File: src/rtl/mux_rr_arbiter.sv
// mux_rr_arbiter: round-robin arbiter with hold cap driving the 4:1 mux selects
module mux_rr_arbiter #(
  parameter int MAX_HOLD = 4,
  parameter int CNT_W = 3
) (
  input  logic       clk,
  input  logic       reset,
  input  logic [3:0] req,
  output logic [3:0] grant,
  output logic       select1,
  output logic       select2,
  output logic [1:0] owner,
  output logic       busy
);
  typedef enum logic {IDLE, GRANTED} state_t;
  state_t state, nxt_state;
  logic [CNT_W-1:0] cnt, nxt_cnt;
  logic [3:0] nxt_grant;
  logic [1:0] nxt_owner, win;
  logic hold;
  always_ff @(posedge clk) begin
    if (reset) begin
      state <= IDLE;
      grant <= '0;
      owner <= 2'd3;
      cnt <= '0;
    end else begin
      state <= nxt_state;
      grant <= nxt_grant;
      owner <= nxt_owner;
      cnt <= nxt_cnt;
    end
  end
  // scanning downward lets the channel nearest owner+1 overwrite the rest
  always_comb begin
    win = owner;
    for (int k = 4; k >= 1; k--)
      if (req[owner + 2'(k)]) win = owner + 2'(k);
  end
  assign hold = state == GRANTED && req[owner] && cnt < CNT_W'(MAX_HOLD);
  always_comb begin
    nxt_state = |req ? GRANTED : IDLE;
    nxt_owner = |req ? win : owner;
    nxt_grant = |req ? 4'b0001 << win : 4'b0000;
    nxt_cnt = |req ? CNT_W'(1) : '0;
    if (hold) begin
      nxt_state = GRANTED;
      nxt_owner = owner;
      nxt_grant = grant;
      nxt_cnt = cnt + CNT_W'(1);
    end
  end
  assign select1 = owner[0];
  assign select2 = owner[1];
  assign busy = state == GRANTED;
endmodule

File: config.mk
export PLATFORM = sky130hd
export DESIGN_NAME = mux_rr_arbiter
export DESIGN_NICKNAME = d
export VERILOG_FILES = /design/src/rtl/mux_rr_arbiter.sv
export SDC_FILE = /design/constraint.sdc
export NUM_CORES = 1
export LEC_CHECK = 0
export BUFFER_PORTS_ARGS = -buffer_cell sky130_fd_sc_hd__buf_2
export CAP_MARGIN = 40
export CORE_AREA = 4 4 41 43
export CTS_CLUSTER_DIAMETER = 60
export DETAILED_ROUTE_END_ITERATION = 7
export DIE_AREA = 0 0 45 47
export PLACE_DENSITY = 0.64
export SETUP_SLACK_MARGIN = 0.02
export SLEW_MARGIN = 40
export SYNTH_ARGS = -nofsm -noshare
export SYNTH_HDL_FRONTEND = slang
export SYNTH_SLANG_ARGS = --single-unit
File: constraint.sdc
create_clock -name clk -period 4.4 [get_ports clk]
set_input_delay 0.66 -clock clk [delete_from_list [all_inputs] [get_ports clk]]
set_output_delay 0.66 -clock clk [all_outputs]
set_load 0.01 [all_outputs]
Yosys cells after proc, flatten, opt, wreduce, memory -nomap -nowiden
Cells that the tools add are included.

Add/subtract/negate cells: 4. Equal/unequal tests: 0. Mux-type cells: 16. Bitwise operators: 1. Shifts and indexed selects: 1. Reduce and logical (&&, ||, !) cells: 4. $lt $le $gt $ge: 5. Div/mod/pow operators: 0. $mul: 0.

Operators with widths (number): $lt 2x3->1 const B (4); $bmux 1 s2 (4); $mux 1 (7); $mux 2 (3); $add 2x2->2 const B (2); $mux 4 (1); $reduce_or 4->1 (1); $shl 1x2->4 const A (1); $add 3x1->3 const B (1); $lt 3x3->1 const B (1); $mux 3 (1); $add 2x1->2 const B (1); $logic_and 1x1->1 (2); $reduce_and 2->1 (1); $not 1->1 (1).

Latch bits: 0. RAM bits: 0. Bits in registers: 10. Logic and storage cells: 35. Memory bits (read-only): 0. Memories: 0. Output and inout bits: 9. Input port bits: 6.

Longest topological paths before layout
Gate-level depths: netlist of the first run.

Depth in word-level cells: 8. Mapped depth: 5. Depth with buffers taken out: 4.

Worst setup path after synthesis of the first run
Ideal clock, no wire load.

Kind: input port to flip-flop. From: input port req[3]. To: register grant[0]. Path slack: 2.682 ns. Data arrival time: 1.631 ns. Data required time: 4.313 ns. Setup time: 0.087 ns. Stages: 4. Buffers on the path: 1. Path through: mux4_2 -> and3_4 -> buf_6 -> o31ai_1.

Cells in the longest elaborated chain, start to end: 7. Elaborated cells on any way between the ends: 16. Those cells by class: 1 x shift; 12 x mux; 3 x reduce/logical.

Ends and longest elaborated chain: start: declaration (line 8) `input logic [3:0] req,`; $bmux 1 s2 (line 38) `if (req[owner + 2'(k)]) win = owner + 2'(k);`; $mux 1 (implied by the code) (line 38); $mux 2 (3 in a row) (line 38); $shl 1x2->4 (line 44) `nxt_grant = |req ? 4'b0001 << win : 4'b0000;`; $mux 4 (line 44); end signal: assignment (line 29) `grant <= nxt_grant;`; end: declaration (line 9) `output logic [3:0] grant,`.

Parallel ways exist; a longest one is shown, timed or not. The select of a mux whose other input is x is not followed. A chain may end at the register's enable or synchronous reset.

Worst setup path in the final report of the first run
From: input port req[3]. To: register owner[0].

Cells in the longest elaborated chain, start to end: 6. Elaborated cells on any way between the ends: 16. Those cells by class: 11 x mux; 1 x bitwise; 4 x reduce/logical.

Ends and longest elaborated chain: branches (longest 6 deep; another with $bmux 1 s2); end signal: assignment (line 30) `owner <= nxt_owner;`; end: declaration (line 12) `output logic [1:0] owner,`.

Several ways; the timed one is not identified. The select of a mux whose other input is x is not followed.

==> metrics.md, run 1 <==
| Metric | Value |
|---|---|
| Status | complete, no violations |
| Fin Clk Skew | 0.00645 ns |
| Vias | 446 |
| Measured slew at the worst slew-check pin | 0.502 ns |
| Netlist cell types | 24 |
| Max-cap violations | 0 |
| Util after Layout | 44.7% |
| # hold bufs at CTS | 0 |
| Seq pwr share | 43.6% |
| Yosys reg bits | 10 |
| Post-Route WL | 985 um |
| Commonest non-fill, non-tap cell in the layout | buf_2 |
| GRT overflow | 0 |
| Comb power frac | 23.8% |
| Cell taking the most area after synthesis | dfxtp_1 |
| Starting Density | 37.1% |
| Final Hold Viols | 0 |
| Vias in the first global route | 355 |
| Clock slew at reported path FFs | 0.07 ns |
| Final ANT Viol Nets | 0 |
| Worst-Skew Late Latency | 0.26 ns |
| CTS resizes | 0 |
| Longest Clk Path Bufs | 2 |
| CTS HTree Levels | 1 |
| Nets | 75 |
| FMAX | 630 MHz |
| Post-synthesis sequential area ratio | 41.5% |
| Synth top area share | 41.5% |
| Avg WL per Cell | 12.0 um |
| Via density | 5.44 |
| DRC errors left | 0 |
| Pins Over Slew Limit | 0 |
| Part of the cycle the worst path needs | 36.1% |
| Worst Setup SP | req[3] |
| Slew Limit Headroom | 66.2% |
| Post-Syn Instances | 52 |
| Area grow syn2layout | 20.5% |
| Input/output buffers | 14 |
| CP Max Fanout | 5 |
| Most frequent cells in the layout | 14 x buf_2, 10 x dfxtp_1, 5 x nand3_1 |
| Switching Fraction | 29.1% |
| Die area | 0.00212 mm^2 |
| Diodes inserted | 0 |
| Psw | 73.1 uW |
| Share of cells above drive strength 1 | 29.9% |
| Die extent in x | 45 um |
| Data required, critical path | 4.60 ns |
| Setup CP Type | in2reg |
| P_leak | 0.000255 uW |
| Die Span Y | 47 um |
| CTS buffer count | 3 |
| Tmin final | 1.59 ns |
| Setup_tns | 0 ns |
| First-pass GRT wire length | 1.63 mm |
| Hold Crit Class | reg2reg |
| Non-filler instance count after layout | 82 |
| Syn avg cell area | 9.29 um^2 |
| Row count | 13 |
| Placed Cells | 78 |
| Core area | 0.00130 mm^2 |
| Yosys warning count | 0 |
| Pin count of the biggest net entering global routing | 12 |
| Initial drt markers | 10 |
| Worst Setup End Kind | flip-flop |
| PD cells | 431 mW/mm^2 |
| RSZ-0062 raised after global routing | no |
| Reg2reg start | owner[0]$_SDFFE_PP1P_ |
| Power Total | 251 uW |
| I/O pin cnt | 15 |
| Cell Int Power | 178 uW |
| Clock sinks | 10 |
| Worst EP arrival | 1.78 ns |
| CTS Root Cell | clkbuf_4 |
| Clk pwr share | 32.6% |
| RD Place Congestion | 0.750 |
| Initial antenna violation count | 0 |
| Synth area leaders | dfxtp_1 41%, o31ai_1 6.2%, nand3_1 5.2%, mux4_2 4.7%, a21oi_1 3.1% |
| Initial DRT Pass Iterations | 4 |
| Final Setup Violations | 0 |
| Dpl hpwl | 746 um |
| Tot GR Track Use | 10.6% |
| Syn nets | 59 |
| CTS tree | built |
| CP Launch Type | primary input |
| Number of setup buffers added after CTS | 0 |
| HP Start | cnt[0]$_SDFF_PP0_ |
| Post-Syn Area | 483 um^2 |
| Peak supply drop | 0.000244 V |
## registers in the layout, summed over array words and instances (netlist names)
| signal | count |
|---|---|
| grant | 4 |
| cnt | 3 |
| owner | 2 |
| busy | 1 |
## power groups by stage
| stage | Clock, uW | Sequential [uW] | Combinational, uW |
|---|---|---|---|
| 4_1_cts | 84.2 | 109 | 60.2 |
| 5_1_grt | 90.5 | 111 | 66.0 |
| 3_3_place_gp | 0 | 112 | 59.9 |
| 3_5_place_dp | 0 | 111 | 59.9 |
| 2_1_floorplan | 0 | 114 | 40.9 |
| 6_report | 81.8 | 109 | 59.8 |
## logic make-up after synthesis
| logic type | synth area share, % |
|---|---|
| AND/OR/NAND/NOR | 24.1 |
| AO/OA/AOI/OAI | 19.4 |
| multiplexers | 4.66 |
| adder cells (fa/ha/maj) | 2.59 |
| buffers and inverters | 7.77 |
| flip-flops | 41.5 |
## area by class of cell
class / instances / area, um^2
fill: 145 / 719
multi-input combinational: 36 / 245
sequential: 10 / 200
timing repair buffer: 14 / 70.1
clock buffer: 4 / 36.3
tap: 15 / 18.8
inverter: 3 / 11.3
## Yosys cell counts
cell type	n
mux4_2	1
nor4_1	1
buf_4	2
a21oi_1	3
ha_1	1
nor3_1	3
a21boi_0	1
nor2b_1	2
and3_4	1
dfxtp_1	10
a211o_1	1
a31oi_1	2
and3_1	2
nand2b_1	2
or3_1	1
nor3b_1	1
nor2_1	2
nand3_1	5
o211ai_1	1
o31ai_1	4
buf_6	1
inv_1	3
o21a_1	1
o21ai_0	1
## per-layer routing
metal  up-vias  GRT usage (%)  routed length [um]  share of wire (%)
met5         -              0                   0                  0
met4         0           3.51                   4               0.41
met3         2           4.60                  66                6.7
met2        13           13.6                 423                 43
met1       206           15.4                 490                 50
li1        225              -                   -                  -
## worst max-delay path, cell delays in order
cell	delay, ns
buf_2	0.12
mux4_2	0.48
a31oi_1	0.31
nor3_1	0.08
a31oi_1	0.13
## per-stage QoR
stage / cell area [um^2] / setup WS [ns] / hold slack, ns
6_report: 582 / 2.81 / 0.464
5_1_grt: 582 / 2.66 / 0.491
4_1_cts: 582 / 2.81 / 0.469
3_5_place_dp: 546 / 2.54 / 0.460
3_3_place_gp: 546 / 2.56 / 0.454
2_1_floorplan: 483 / 2.68 / 0.423
## final timing paths
check / end / slack [ns] / depth (start not counted)
setup / recovery: owner[0]$_SDFFE_PP1P_ / 2.81 / 5
hold / removal: cnt[0]$_SDFF_PP0_ / 0.46 / 1
setup reg to reg: owner[0]$_SDFFE_PP1P_ / 2.83 / 4
hold reg to reg: cnt[0]$_SDFF_PP0_ / 0.46 / 1
No activity file was read; power rests on OpenSTA's default activity.
==> inputs of run 2 (changes only) <==
- ABC_AREA: unset -> 1
- CORE_AREA: 4 4 41 43 -> unset
- CORE_MARGIN: unset -> 4
- CORE_UTILIZATION: unset -> 45
- DIE_AREA: 0 0 45 47 -> unset
- PLACE_DENSITY: 0.64 -> 0.73
- clock period: 4.4 -> 1.5 ns (I/O delays scaled with it)
==> metrics.md, run 2 <==
| Metric | Value |
|---|---|
| Post-Route WL | 1.24 mm (+26%) |
| P_leak | 0.000423 uW (+66%) |
| Synth Area in Compound Gates | 8.30% (-11 points) |
| Area grow syn2layout | 18.8% |
| Cell taking the most area after synthesis | dfxtp_1 |
| Syn avg cell area | 6.66 um^2 (-28%) |
| R2R setup slack | 0.21 ns (-2.62 ns) |
| Top_reg_cell synth | dfxtp_1 |
| Peak supply drop | 0.00120 V (+390%) |
| Final Hold Viols | 0 (unchanged) |
| Clock sinks | 10 (unchanged) |
| Longest Clk Path Bufs | 2 (unchanged) |
| # hold bufs at CTS | 0 (unchanged) |
| Pins Over Slew Limit | 0 (unchanged) |
| Setup_tns | 0 ns (unchanged) |
| Yosys warning count | 0 (unchanged) |
| Yosys reg bits | 10 (unchanged) |
| Post-Syn Area | 633 um^2 (+31%) |
| Post-Synth Simple-Gate Area | 43.7% (+20 points) |
| Initial antenna violation count | 0 (unchanged) |
| Status | complete, no violations |
| Starting Density | 48.1% (+11 points) |
| GRT overflow | 0 (unchanged) |
| Post-synth EDFFs | 0 (unchanged) |
| I/O pin cnt | 15 (unchanged) |
| Netlist cell types | 21 (-13%) |
| Worst Setup End Kind | flip-flop |
| CP Max Fanout | 9 (+4) |
| Max reg flops | 4 (unchanged) |
| Final ANT Viol Nets | 0 (unchanged) |
| Non-filler instance count after layout | 127 (+55%) |
| Reg2reg path depth | 11 (+7) |
| CTS buffer count | 3 (unchanged) |
| Post-synthesis mux area share | 0% (-4.7 points) |
| Share of cells above drive strength 1 | 40.2% (+10 points) |
| Die area | 0.00207 mm^2 (-2.1%) |
| Most numerous cell in the Yosys netlist | nand2_1 |
| Part of the cycle the worst path needs | 86.0% |
| CTS tree | built |
| Input/output buffers | 14 (unchanged) |
| Multi-input gate area | 342 um^2 (+39%) |
| Clock slew at reported path FFs | 0.07 ns (about the same) |
| First-pass GRT wire length | 1.99 mm (+22%) |
| Register Area | 201 um^2 (+0.62%) |
| Placed Cells | 123 (+58%) |
| Hold Crit Class | in2reg |
| Combinational family with the most area after synthesis | simple AND/OR/NAND/NOR gates |
| Dpl hpwl | 976 um (+31%) |
| PD cells | 2260 mW/mm^2 (+420%) |
| HP Start | reset |
| DRC errors left | 0 (unchanged) |
| Pin count of the biggest net entering global routing | 10 (-2) |
| Data required, critical path | 1.65 ns (-2.95 ns) |
| Async S/R FF share, synth | 0% (unchanged) |
| Synth area leaders | dfxtp_1 32%, nand2_1 18%, nand2_2 12%, inv_1 5.9%, nand3_2 4.7% |
| Most frequent cells in the layout | 31 x nand2_1, 14 x buf_2, 12 x nand2_2 |
| Avg WL per Cell | 9.77 um (-19%) |
| Most flops, register | grant |
| Largest regs | grant (4), cnt (3), owner (2) |
| Vias in the first global route | 489 (+38%) |
| RR Endpoint | owner[1]$_SDFFE_PP1P_ |
| Reg2reg start | owner[0]$_SDFFE_PP1P_ |
| Diodes inserted | 0 (unchanged) |
| Post-synth top cells | 31 x nand2_1, 12 x nand2_2, 10 x dfxtp_1, 10 x inv_1, 5 x inv_2 |
| Vias | 590 (+32%) |
| Syn nets | 102 (+73%) |
| FMAX | 775 MHz |
| Max-cap violations | 0 (unchanged) |
| Fin Clk Skew | 0.00163 ns (-0.00481 ns) |
| Die Span Y | 45.5 um (-3.2%) |
| Final Setup Violations | 0 (unchanged) |
| Tot GR Track Use | 13.5% (+3.0 points) |
| Worst Hold Endpoint | busy$_SDFF_PP0_ |
| Die extent in x | 45.5 um (+1.1%) |
| Synth top area share | 31.6% (-9.8 points) |
| Initial drt markers | 14 (+4) |
| CTS HTree Levels | 1 (unchanged) |
| Worst EP arrival | 1.44 ns (-0.34 ns) |
| Via density | 4.65 (-15%) |
| Row count | 13 (unchanged) |
| Tmin final | 1.29 ns |
| Initial DRT Pass Iterations | 4 (unchanged) |
| CTS Root Cell | clkbuf_4 |
| XOR/XNOR Fraction of Synth Area | 0% (unchanged) |
| Commonest non-fill, non-tap cell in the layout | nand2_1 |
| CP Launch Type | flip-flop |
| Post-synthesis sequential area ratio | 31.6% (-9.8 points) |
| Slew Limit Headroom | 85.1% (+19 points) |
| Post-Syn Instances | 95 (+83%) |
| Worst-Skew Late Latency | 0.26 ns (about the same) |
| RD Place Congestion | 0.882 (+18%) |
| Worst Hold Depth | 2 (+1) |
| Fillers | 131 (-9.7%) |
| Adder-Cell Fraction of Synth Area | 1.98% (-0.61 points) |
| Nets | 120 (+60%) |
| Measured slew at the worst slew-check pin | 0.223 ns (-0.280 ns) |
| RSZ-0062 raised after global routing | no |
| Core area | 0.00132 mm^2 (+1.2%) |
| Setup CP Type | reg2reg |
## run 2: changes by cell type after synthesis, sizes merged, moves of 2 or more
cell    change
a31oi       -2
and3        -3
inv        +13
nand2      +43
nand2b      -2
nand3       +2
nor2        +2
nor3        -2
o21ai       +3
o31ai       -4
## run 2: routing by layer
metal	GRT usage [%]	vias up	wire [um]	share of wire, %
met5	0	-	0	0
met4	8.77	0	33	2.7
met3	3.56	4	34	2.7
met2	19.5	12	577	46
met1	17.5	248	596	48
li1	-	326	-	-
## run 2: kinds of logic after synthesis
| kind of cell | after synthesis |
|---|---|
| AOI/OAI and AO/OA | 8 |
| adders and majority gates | 1 |
| DFF | 10 |
| buffers and inverters | 19 |
| and+or+nand+nor | 57 |
## run 2: how the worst max path moves through the flow
stage | from | endpoint | slack [ns] | cells past startpoint
finish | owner[0]$_SDFFE_PP1P_ | owner[1]$_SDFFE_PP1P_ | 0.21 | 11
global route | owner[0]$_SDFFE_PP1P_ | owner[1]$_SDFFE_PP1P_ | 0.04 | 10
CTS | owner[1]$_SDFFE_PP1P_ | grant[2]$_SDFFE_PP0N_ | 0.17 | 11
detailed placement | owner[1]$_SDFFE_PP1P_ | grant[2]$_SDFFE_PP0N_ | 0.18 | 11
global placement | owner[0]$_SDFFE_PP1P_ | grant[2]$_SDFFE_PP0N_ | 0.20 | 12
floorplan | owner[0]$_SDFFE_PP1P_ | owner[1]$_SDFFE_PP1P_ | 0.23 | 10
## run 2: where the power goes
group | internal (uW) | switching (uW) | leakage (uW) | total [uW]
clock network | 147 | 90.7 | 0.0000210 | 238
logic | 390 | 659 | 0.000320 | 1050
registers | 355 | 57.9 | 0.0000822 | 413
total | 892 | 808 | 0.000423 | 1700
## run 2: repair_timing
item                       in CTS  in global routing
setup endpoints to repair       0                  1
resized for setup               0                  2
setup buffers                   0                  0
## run 2: stage by stage
stage | total power, uW | utilization [%] | instance area [um^2] | hold WS, ns | worst slack [ns]
after CTS | 1690 | 56.7 | 747 | 0.218 | 0.167
after floorplan | 1250 | - | 633 | 0.320 | 0.226
final | 1700 | 57.1 | 752 | 0.227 | 0.210
after detailed placement | 1450 | 53.9 | 711 | 0.438 | 0.177
after global placement | 1440 | 53.9 | 711 | 0.434 | 0.198
after global routing | 1850 | 57.1 | 752 | 0.236 | 0.0373
## run 2: worst max-delay path, stage by stage (launching register included)
cell and delay [ns]:
dfxtp_1 0.31, buf_6 0.14, inv_6 0.08, nand2_2 0.05
nand2_1 0.07, nand2_1 0.07, nand2_1 0.07, inv_2 0.04
nand2_1 0.05, nand2_1 0.08, a21oi_1 0.13, o21ai_1 0.08
## run 2: cell type report
type / count / area share (%)
clock buffers: 4 / 4.83
flip-flops and latches: 10 / 26.8
well taps: 15 / 2.50
multi-input cells: 66 / 45.4
repair buffers: 16 / 11.8
inverters: 16 / 8.65
==> inputs of run 3 (changes only) <==
- BUFFER_PORTS_ARGS: -buffer_cell sky130_fd_sc_hd__buf_2 -> -buffer_cell sky130_fd_sc_hd__buf_4
- clock period: 1.5 -> 1.4 ns (I/O delays scaled with it)
==> metrics.md, run 3 (synthesis gave the netlist of run 2 again) <==
| Metric | Value |
|---|---|
| Row count | 13 (unchanged) |
| Clock slew at reported path FFs | 0.06 ns (about the same) |
| Data required, critical path | 1.55 ns (-0.10 ns) |
| Cell Int Power | 1000 uW (+12%) |
| CP Launch Type | flip-flop |
| CP most frequent cell | nand2_1 |
| Share of cells above drive strength 1 | 43.2% (+3.1 points) |
| Initial drt markers | 9 (-5) |
| RSZ-0062 raised after global routing | yes |
| Post-Route WL | 1.21 mm (-2.3%) |
| Vias | 596 (+1.0%) |
| Grt met2 use | 19.5% (unchanged) |
| CTS buffer count | 3 (unchanged) |
| Worst EP arrival | 1.43 ns (about the same) |
| P_leak | 0.000433 uW (+2.3%) |
| Setup_tns | 0 ns (unchanged) |
| CTS tree | built |
| Vias in the first global route | 489 (unchanged) |
| Worst Setup End Kind | flip-flop |
| Switching Fraction | 47.1% (-0.43 points) |
| Pin count of the biggest net entering global routing | 13 (+3) |
| Psw | 893 uW (+11%) |
| Final ANT Viol Nets | 0 (unchanged) |
| Tot GR Track Use | 12.8% (-0.68 points) |
| Commonest non-fill, non-tap cell in the layout | nand2_1 |
| Dpl hpwl | 962 um (-1.5%) |
| Max reg flops | 4 (unchanged) |
| Part of the cycle the worst path needs | 91.3% (+5.2 points) |
| Diodes inserted | 0 (unchanged) |
| Nets | 120 (unchanged) |
| Final Setup Violations | 0 (unchanged) |
| RD Place Congestion | 0.807 (-8.4%) |
| Area grow syn2layout | 27.5% |
| Status | complete, no violations |
| Starting Density | 48.1% (unchanged) |
| Slew Limit Headroom | 86.0% (+0.84 points) |
| Worst-Skew Late Latency | 0.26 ns (about the same) |
| Number of setup buffers added after CTS | 0 (unchanged) |
| Fin Clk Skew | 0.000861 ns (-0.000771 ns) |
| CP peak stage delay | 0.34 ns (+0.03 ns) |
| Clk pwr share | 10.0% (-4.0 points) |
| Longest Clk Path Bufs | 2 (unchanged) |
| Grt met3 use | 3.95% (+0.40 points) |
| Most frequent cells in the layout | 30 x nand2_1, 15 x buf_4, 13 x nand2_2 |
| Tmin final | 1.28 ns (-0.0125 ns) |
| Die extent in x | 45.5 um (unchanged) |
| Via density | 4.73 (+1.8%) |
| Clock sinks | 10 (unchanged) |
| DRC errors left | 0 (unchanged) |
| Power Total | 1900 uW (+12%) |
| I/O pin cnt | 15 (unchanged) |
| Largest regs | grant (4), cnt (3), owner (2) |
| Max-cap violations | 0 (unchanged) |
| Core area | 0.00132 mm^2 (unchanged) |
| Die Span Y | 45.5 um (unchanged) |
| Initial antenna violation count | 0 (unchanged) |
| Non-filler instance count after layout | 126 (-0.79%) |
| CTS Root Cell | clkbuf_4 |
| Seq pwr share | 23.8% (-0.5 points) |
| Most flops, register | grant |
| Pins Over Slew Limit | 0 (unchanged) |
| Avg WL per Cell | 9.62 um (-1.6%) |
| PD cells | 2350 mW/mm^2 (+3.9%) |
| GRT met1 Usage | 14.5% (-3.0 points) |
| Comb power frac | 66.2% (+4.5 points) |
| Peak supply drop | 0.00106 V (-11%) |
| Placed Cells | 123 (unchanged) |
| GR peak layer | met2 |
| Critical path, cell by cell | buf_12 > inv_6 > nand2_2 > nand2_1 > nand2_1 > nand3_4 > nand2_1 > inv_1 > a21oi_2 > o21ai_1 |
| FMAX | 783 MHz (+0.98%) |
| Measured slew at the worst slew-check pin | 0.210 ns (-0.0129 ns) |
| Fillers | 119 (-9.2%) |
| CTS HTree Levels | 1 (unchanged) |
| Hold Crit Class | in2reg |
| CP Max Fanout | 12 (+3) |
| GRT overflow | 0 (unchanged) |
| Setup CP Type | reg2reg |
| Final Hold Viols | 0 (unchanged) |
| Die area | 0.00207 mm^2 (unchanged) |
| Worst-path cell with the longest stage delay | dfxtp_2 |
| Initial DRT Pass Iterations | 3 (-1) |
| First-pass GRT wire length | 1.89 mm (-4.9%) |
| Input/output buffers | 14 (unchanged) |
[run 3: layout make-up]
cell class | instances | area [um^2] | area share [%]
repair buffers | 16 | 133 | 16.4
well taps | 15 | 18.8 | 2.33
clock buffers | 3 | 22.5 | 2.79
flip-flops and latches | 10 | 203 | 25.1
multi-input cells | 66 | 365 | 45.3
inverters | 16 | 65.1 | 8.06
[run 3: critical path: cells and delay by family, from the launching register on]
| family | cells | cell delay [ns] |
|---|---|---|
| AOI/OAI and AO/OA | 2 | 0.18 |
| buffers and inverters | 3 | 0.26 |
| DFF | 1 | 0.34 |
| and+or+nand+nor | 5 | 0.39 |
[run 3: final timing paths]
path	depth (start not counted)	startpoint	slack, ns	end
worst max register to register	10	owner[0]$_SDFFE_PP1P_	0.12	owner[1]$_SDFFE_PP1P_
worst min register to register	2	grant[2]$_SDFFE_PP0N_	0.46	grant[2]$_SDFFE_PP0N_
worst min-delay path	3	reset	0.19	owner[1]$_SDFFE_PP1P_
worst max-delay path	10	owner[0]$_SDFFE_PP1P_	0.12	owner[1]$_SDFFE_PP1P_
[run 3: per-layer routing]
metal  wire (um)  share of wire (%)  vias up
met5           0                  0        -
met4          42                3.5        0
met2         594                 49        7
met1         529                 44      261
met3          45                3.7        5
li1            -                  -      323
[run 3: per-stage QoR]
step	setup slack (ns)	area [um^2]	hold slack, ns	util (%)
floorplan	0.126	633	0.305	-
global placement	0.122	758	0.441	57.5
detailed placement	0.0944	758	0.442	57.5
CTS	0.0832	781	0.160	59.3
global route	0.0145	807	0.191	61.3
finish	0.122	807	0.190	61.3
[run 3: power by group through the flow]
stage | Sequential [uW] | Clock [uW] | Combinational (uW)
floorplan | 486 | 0 | 851
global placement | 448 | 0 | 1200
detailed placement | 451 | 0 | 1210
CTS | 445 | 195 | 1220
global route | 461 | 205 | 1390
finish | 451 | 189 | 1260
[run 3: repair_timing]
action,4_1_cts,5_1_grt
gates resized for setup,0,7
setup endpoints to repair,0,8
hold buffers,0,0
